**config.mk**
```make
export PLATFORM = sky130hd
export DESIGN_NAME = div_ctrl_flat
export DESIGN_NICKNAME = d
export VERILOG_FILES = /design/src/rtl/div_ctrl_if.sv /design/src/rtl/div_ctrl.sv /design/src/flat_wrapper.sv
export SDC_FILE = /design/constraint.sdc
export NUM_CORES = 1
export LEC_CHECK = 0
export ABC_AREA = 1
export BUFFER_PORTS_ARGS = -buffer_cell sky130_fd_sc_hd__buf_2
export CORE_ASPECT_RATIO = 0.8
export CORE_MARGIN = 2
export CORE_UTILIZATION = 45
export CTS_CLUSTER_SIZE = 8
export DETAILED_ROUTE_END_ITERATION = 10
export GPL_TIMING_DRIVEN = 0
export PLACE_DENSITY = 0.79
export SLEW_MARGIN = 40
export SYNTH_ARGS = -nofsm -noshare
export SYNTH_HDL_FRONTEND = slang
export SYNTH_SLANG_ARGS = --single-unit
```
**constraint.sdc**
```tcl
create_clock -name clk -period 4.5 [get_ports clk]
set_clock_uncertainty 0.05 [all_clocks]
set_input_delay 0.45 -clock clk [delete_from_list [all_inputs] [get_ports clk]]
set_output_delay 0.45 -clock clk [all_outputs]
set_load 0.1 [all_outputs]
```
**src/rtl/div_ctrl_if.sv**
```systemverilog
// Request, divider-side and architectural HI/LO signals of the DIV/DIVU controller.
// The controller connects through the slave modport; the pipeline/divider side uses master.
interface div_ctrl_if;
  localparam int unsigned DATA_W = 32;

  logic              req_valid;
  logic              req_signed;
  logic [DATA_W-1:0] req_x;
  logic [DATA_W-1:0] req_y;
  logic              req_ready;
  logic              flush;
  logic              mt_we;
  logic              mt_sel;
  logic [DATA_W-1:0] mt_wdata;
  logic              div_op;
  logic              div_signed;
  logic [DATA_W-1:0] div_x;
  logic [DATA_W-1:0] div_y;
  logic              div_cancel;
  logic [DATA_W-1:0] div_s;
  logic [DATA_W-1:0] div_r;
  logic              div_complete;
  logic [DATA_W-1:0] hi;
  logic [DATA_W-1:0] lo;
  logic              busy;

  modport slave (
    input  req_valid, req_signed, req_x, req_y, flush,
    input  mt_we, mt_sel, mt_wdata,
    input  div_s, div_r, div_complete,
    output req_ready, div_op, div_signed, div_x, div_y, div_cancel,
    output hi, lo, busy
  );

  modport master (
    output req_valid, req_signed, req_x, req_y, flush,
    output mt_we, mt_sel, mt_wdata,
    output div_s, div_r, div_complete,
    input  req_ready, div_op, div_signed, div_x, div_y, div_cancel,
    input  hi, lo, busy
  );
endinterface

```
**src/rtl/div_ctrl.sv**
```systemverilog
// DIV/DIVU sequencing between EX and a multi-cycle divider, owning the HI/LO registers.
// Optional macro DIV_CTRL_ZERO_BYPASS_EN resolves divide-by-zero locally without the divider.
module div_ctrl (
  input  logic      clk,
  input  logic      reset,
  div_ctrl_if.slave bus
);
  localparam int unsigned DATA_W = 32;

  typedef enum logic [1:0] {
    S_IDLE  = 2'd0,
    S_START = 2'd1,
    S_WAIT  = 2'd2,
    S_ZERO  = 2'd3
  } state_e;

  state_e            state_q, state_d;
  logic [DATA_W-1:0] x_q, x_d;
  logic [DATA_W-1:0] y_q, y_d;
  logic              sgn_q, sgn_d;
  logic [DATA_W-1:0] hi_q, hi_d;
  logic [DATA_W-1:0] lo_q, lo_d;
  logic              ready_q, ready_d;
  logic              busy_q, busy_d;
  logic              div_op_c;
  logic              div_cancel_c;

  // div_op/div_cancel must react to flush in the same cycle, so they are decoded combinationally
  always_comb begin
    state_d      = state_q;
    x_d          = x_q;
    y_d          = y_q;
    sgn_d        = sgn_q;
    hi_d         = hi_q;
    lo_d         = lo_q;
    div_op_c     = 1'b0;
    div_cancel_c = 1'b0;

    case (state_q)
      S_IDLE: begin
        if (bus.mt_we) begin
          if (bus.mt_sel) hi_d = bus.mt_wdata;
          else            lo_d = bus.mt_wdata;
        end
        if (bus.req_valid && !bus.flush) begin
          x_d     = bus.req_x;
          y_d     = bus.req_y;
          sgn_d   = bus.req_signed;
          state_d = S_START;
`ifdef DIV_CTRL_ZERO_BYPASS_EN
          if (bus.req_y == '0) begin
            lo_d    = '1;
            hi_d    = bus.req_x;
            state_d = S_ZERO;
          end
`endif
        end
      end
      S_START: begin
        if (bus.flush) begin
          div_cancel_c = 1'b1;
          state_d      = S_IDLE;
        end else begin
          div_op_c = 1'b1;
          state_d  = S_WAIT;
        end
      end
      S_WAIT: begin
        // Flush wins over a completion arriving in the same cycle
        if (bus.flush) begin
          div_cancel_c = 1'b1;
          state_d      = S_IDLE;
        end else if (bus.div_complete) begin
          lo_d    = bus.div_s;
          hi_d    = bus.div_r;
          state_d = S_IDLE;
        end
      end
      S_ZERO:  state_d = S_IDLE;
      default: state_d = S_IDLE;
    endcase

    ready_d = (state_d == S_IDLE);
    busy_d  = (state_d != S_IDLE);
  end

  always_ff @(posedge clk or posedge reset) begin
    if (reset) begin
      state_q <= S_IDLE;
      x_q     <= '0;
      y_q     <= '0;
      sgn_q   <= 1'b0;
      hi_q    <= '0;
      lo_q    <= '0;
      ready_q <= 1'b1;
      busy_q  <= 1'b0;
    end else begin
      state_q <= state_d;
      x_q     <= x_d;
      y_q     <= y_d;
      sgn_q   <= sgn_d;
      hi_q    <= hi_d;
      lo_q    <= lo_d;
      ready_q <= ready_d;
      busy_q  <= busy_d;
    end
  end

  assign bus.req_ready  = ready_q;
  assign bus.busy       = busy_q;
  assign bus.div_op     = div_op_c;
  assign bus.div_cancel = div_cancel_c;
  assign bus.div_x      = x_q;
  assign bus.div_y      = y_q;
  assign bus.div_signed = sgn_q;
  assign bus.hi         = hi_q;
  assign bus.lo         = lo_q;
endmodule

```
**src/flat_wrapper.sv**
```systemverilog
// flat-port wrapper written by rule: the top's interface ports become plain ports
module div_ctrl_flat 
  (clk, reset, bus_req_valid, bus_req_signed, bus_req_x, bus_req_y, bus_flush, bus_mt_we, bus_mt_sel, bus_mt_wdata, bus_div_s, bus_div_r, bus_div_complete, bus_req_ready, bus_div_op, bus_div_signed, bus_div_x, bus_div_y, bus_div_cancel, bus_hi, bus_lo, bus_busy);
  div_ctrl_if bus_i ();
  input  logic clk;
  input  logic reset;
  input wire logic [$bits(bus_i.req_valid)-1:0] bus_req_valid;
  input wire logic [$bits(bus_i.req_signed)-1:0] bus_req_signed;
  input wire logic [$bits(bus_i.req_x)-1:0] bus_req_x;
  input wire logic [$bits(bus_i.req_y)-1:0] bus_req_y;
  input wire logic [$bits(bus_i.flush)-1:0] bus_flush;
  input wire logic [$bits(bus_i.mt_we)-1:0] bus_mt_we;
  input wire logic [$bits(bus_i.mt_sel)-1:0] bus_mt_sel;
  input wire logic [$bits(bus_i.mt_wdata)-1:0] bus_mt_wdata;
  input wire logic [$bits(bus_i.div_s)-1:0] bus_div_s;
  input wire logic [$bits(bus_i.div_r)-1:0] bus_div_r;
  input wire logic [$bits(bus_i.div_complete)-1:0] bus_div_complete;
  output wire logic [$bits(bus_i.req_ready)-1:0] bus_req_ready;
  output wire logic [$bits(bus_i.div_op)-1:0] bus_div_op;
  output wire logic [$bits(bus_i.div_signed)-1:0] bus_div_signed;
  output wire logic [$bits(bus_i.div_x)-1:0] bus_div_x;
  output wire logic [$bits(bus_i.div_y)-1:0] bus_div_y;
  output wire logic [$bits(bus_i.div_cancel)-1:0] bus_div_cancel;
  output wire logic [$bits(bus_i.hi)-1:0] bus_hi;
  output wire logic [$bits(bus_i.lo)-1:0] bus_lo;
  output wire logic [$bits(bus_i.busy)-1:0] bus_busy;
  assign bus_i.req_valid = bus_req_valid;
  assign bus_i.req_signed = bus_req_signed;
  assign bus_i.req_x = bus_req_x;
  assign bus_i.req_y = bus_req_y;
  assign bus_i.flush = bus_flush;
  assign bus_i.mt_we = bus_mt_we;
  assign bus_i.mt_sel = bus_mt_sel;
  assign bus_i.mt_wdata = bus_mt_wdata;
  assign bus_i.div_s = bus_div_s;
  assign bus_i.div_r = bus_div_r;
  assign bus_i.div_complete = bus_div_complete;
  assign bus_req_ready = bus_i.req_ready;
  assign bus_div_op = bus_i.div_op;
  assign bus_div_signed = bus_i.div_signed;
  assign bus_div_x = bus_i.div_x;
  assign bus_div_y = bus_i.div_y;
  assign bus_div_cancel = bus_i.div_cancel;
  assign bus_hi = bus_i.hi;
  assign bus_lo = bus_i.lo;
  assign bus_busy = bus_i.busy;
  div_ctrl u_core (.clk(clk), .reset(reset), .bus(bus_i));
endmodule
```
# After elaboration in Yosys (flattened, before gate mapping)

Index checks and enable logic that the tools add are counted.

Bits in registers: 133
Output and inout bits: 133
Word-level logic and storage cells: 45

Equality and inequality tests: 8
Multiplexer cells: 19
Reduce and logical (&&, ||, !) cells: 10

Operator list:

| cell               | count |
|---|---|
| $mux 32            | 8 |
| $pmux 32 s2        | 2 |
| $ne 2x2->1 const B | 5 |
| $reduce_and 5->1   | 2 |
| $mux 2             | 4 |
| $pmux 2 s4         | 1 |
| $eq 2x2->1 const B | 2 |
| $logic_not 2->1    | 2 |
| $mux 1             | 4 |
| $reduce_bool 2->1  | 2 |
| $eq 2x1->1 const B | 1 |
| $reduce_and 2->1   | 1 |
| $reduce_or 2->1    | 1 |
| $logic_and 1x1->1  | 1 |
| $logic_not 1->1    | 1 |

# Depth between registers and ports, before layout

Word-level depth: 5
Gate-level depth with buffers: 10
Mapped depth without buffers: 9

# Least setup slack after synthesis

OpenSTA, ideal clock, no wires.

Kind: register to output
From: reg u_core.state_q[1]
To: out bus_div_op
Data arrival time: 1,932 ps
Data required time: 4,000 ps
Setup slack: 2,068 ps
Cell stages (with the launch flop): 5
Path buffers: 0
Cells stage by stage: dfrtp_1 -> inv_1 -> ha_1 -> inv_1 -> nor2_1

Cells in the longest elaborated chain, start to end: 2

RTL lines:

| element                | RTL line           | source |
|---|---|---|
| start, declared        | div_ctrl.sv:17     | `state_e state_q, state_d;` |
| start signal, assigned | div_ctrl.sv:98     | `state_q <= state_d;` |
| $eq 2x1->1             | div_ctrl.sv:39     | `case (state_q)` |
| $mux 1                 | div_ctrl.sv:39     |  |
| end, declared          | flat_wrapper.sv:19 | `output wire logic [$bits(bus_i.div_op)-1:0] bus_div_op;` |

Every way passes these cells.

# Final worst setup path

From: reg u_core.state_q[1]
To: out bus_div_cancel

Cells in the longest elaborated chain, start to end: 3
Elaborated cells between the ends (all ways): 4
Those cells by class: eq/ne: 2; mux: 1; reduce/logical: 1

RTL lines:

| element                                         | RTL line           | source |
|---|---|---|
| $eq 2x1->1 / $eq 2x2->1 (equally long branches) | div_ctrl.sv:39     |  |
| $reduce_or 2->1 (no line) (*)                   | -                  |  |
| $mux 1 (*)                                      | -                  |  |
| end, declared                                   | flat_wrapper.sv:23 | `output wire logic [$bits(bus_i.div_cancel)-1:0] bus_div_cancel;` |

Every way passes the cells marked *; elsewhere a longest branch is shown, timed or not.

==> run metrics <==
die footprint 14540 sq um; routed len/inst approximately 14 um; Crit Path Class reg2out; CTS buffer count 17; R2R Path Start u_core.state_q[0]; Area contributors post-synth dfrtp_1, nand2_1, o21ai_0; latest clock arrival within the worst-skew pair 390 ps; Filler Cell Count 1202; Starting Density 0.4559; Die Ht 108.2 um; post-cts gate resize count 0; IO Pins around 300; half-perimeter wire length after placement 13900 um; CTS Root Cell clkbuf_16; post-synth cell types 20; DIE WIDTH 134.3 um; Max Slew Vio Count 0; worst hold path type in2async; Clock Sinks around 130; vias in the first global route roughly 6000; H-tree levels 4; vias 6179; crit path capture type output port; hold buffers post-CTS 0; RSZ-0062 raised after global routing false; Critical Path Start Type register; row count 38; average cell area after synthesis between 7 and 8 sq um; P&R area growth vs syn 39.39%; f_max roughly 450 MHz; Yosys top cell by area dfrtp_1; R2R Path End u_core.bus.hi[8]; Worst R2R Setup Slack 2520 ps; final wirelength roughly 18000 um; nets roughly 1300; worst slew pin tran between 600 and 700 ps; hold slack around 34 ps; Detail Route Antenna Nets 0; largest net degree at the start of global routing 70; syn_nets between 900 and 1000; final hold violation count 0; crit path time final roughly 2200 ps; Netlist Area Pre-Place between 6000 and 7000 sq um; area of the multi-input gates approximately 2100 sq um; YS warnings 0; initial antenna violation count 1; flops & latches, synth roughly 130; layout cells sized above 1 0.3369; first-pass GRT wire length between 20000 and 30000 um; critical path required time roughly 4000 ps; core area about 13000 sq um; Final period util 0.4890; Clock transition at path regs around 60 ps; setup bufs post-CTS 0; TritonCTS clock tree done; post-synthesis sequential area ratio 0.5447; grt total ovfl 0; crit path DAT 1700 ps; Iter 0 DRT Violations between 300 and 400; DR vias/cell approximately 4.8; Max Cap Viol 0; drt drc 0; PortBufs 300; worst-path maximum fanout 4; outcome complete, no violations; final setup fails 0; FF/Latch Area approximately 3300 sq um; Pre-antenna DRT Iters 5; Syn Inst Count 775; reg2reg path depth 6; Total GRT Usage 0.2555; Slew headroom 0.5830; clk buf depth 2; routability cong. a little under 0.9; post-synth top area share 0.5404
[cells in the final DEF, fill, tap and decap left out, drive strengths merged]
cell and instances:
clkinv 3, inv 116, dfrtp 132, nor2 7, o21ai 162, buf 329
nand2 276, ha 4, diode 1, dfstp 1, nand3 35, a21o 1
bufinv 4, clkbuf 37
[final cells by class]
cell class / instances / area share
flip-flops and latches: 133 / 0.3908
multi-input cells: 485 / 0.2516
repair buffers: 301 / 0.1795
clock buffers: 19 / 0.05316
inverters: 111 / 0.04979
well taps: 180 / 0.02644
plain buffers: 46 / 0.02614
clock inverters: 12 / 0.02232
diodes: 1 / 0.0002937
[cells in the mapped netlist]
cell type and instances:
a21o_1 1, buf_2 23, buf_4 5, clkbuf_1 16, clkbuf_2 2, dfrtp_1 132, dfstp_2 1, ha_1 4
inv_1 109, inv_2 2, nand2_1 274, nand2_2 2, nand3_1 32, nand3_2 2, nand3_4 1, nor2_1 5
nor2_2 1, nor2_4 1, o21ai_0 152, o21ai_1 10
[how the worst max path moves through the flow]
| stage | from | endpoint |
|---|---|---|
| after floorplan | reset | u_core.bus.busy |
| after global placement | reset | u_core.bus.lo[9] |
| after detailed placement | u_core.state_q[1] | u_core.bus.div_x[18] |
| after CTS | u_core.state_q[1] | bus_div_cancel |
| after global routing | u_core.state_q[1] | bus_div_op |
| final | u_core.state_q[1] | bus_div_cancel |
[sequential cells by signal (all words and copies together), names as in the netlist]
name	cells
u_core.bus.busy	1
u_core.bus.div_signed	1
u_core.bus.div_x	32
u_core.bus.div_y	32
u_core.bus.hi	32
u_core.bus.lo	32
u_core.bus.req_ready	1
u_core.state_q	2
[through the flow]
| step | TNS, ps | area, sq um | utilization | setup slack [ps] | instances |
|---|---|---|---|---|---|
| 3_5_place_dp | 0 | 7874 | 0.5873 | 2572 | 1256 |
| 2_1_floorplan | 0 | 6112 | - | 447.3 | 775 |
| 4_1_cts | 0 | 8517 | 0.6352 | 2279 | 1287 |
| 5_1_grt | 0 | 8519 | 0.6354 | 2184 | 1288 |
| 6_report | 0 | 8519 | 0.6354 | 2299 | 1288 |
| 3_3_place_gp | -142230 | 7839 | 0.5846 | -1084 | 1255 |
[per-layer routing]
metal  wire [um]  vias to the layer above  global-route usage
met3        1628                       19             0.07173
met1        7807                     2857              0.3277
met4         250                        0             0.08346
met5           0                        -                   0
li1            -                     3034                   -
met2        8660                      269              0.4227
[kinds of logic after synthesis]
family,share of synthesized area
compound gates,0.1339
fa+ha+maj,0.008189
buf+inv,0.1046
flops,0.5447
simple gates,0.2086
[critical path, stage by stage (launching register included)]
cell	delay [ps]
dfrtp_1	400
inv_1	100
ha_1	280
nand2_1	40
inv_1	50
buf_2	430
Power is not shown: default switching activity piles up to over one toggle a cycle in this logic, so the estimate is an artifact.
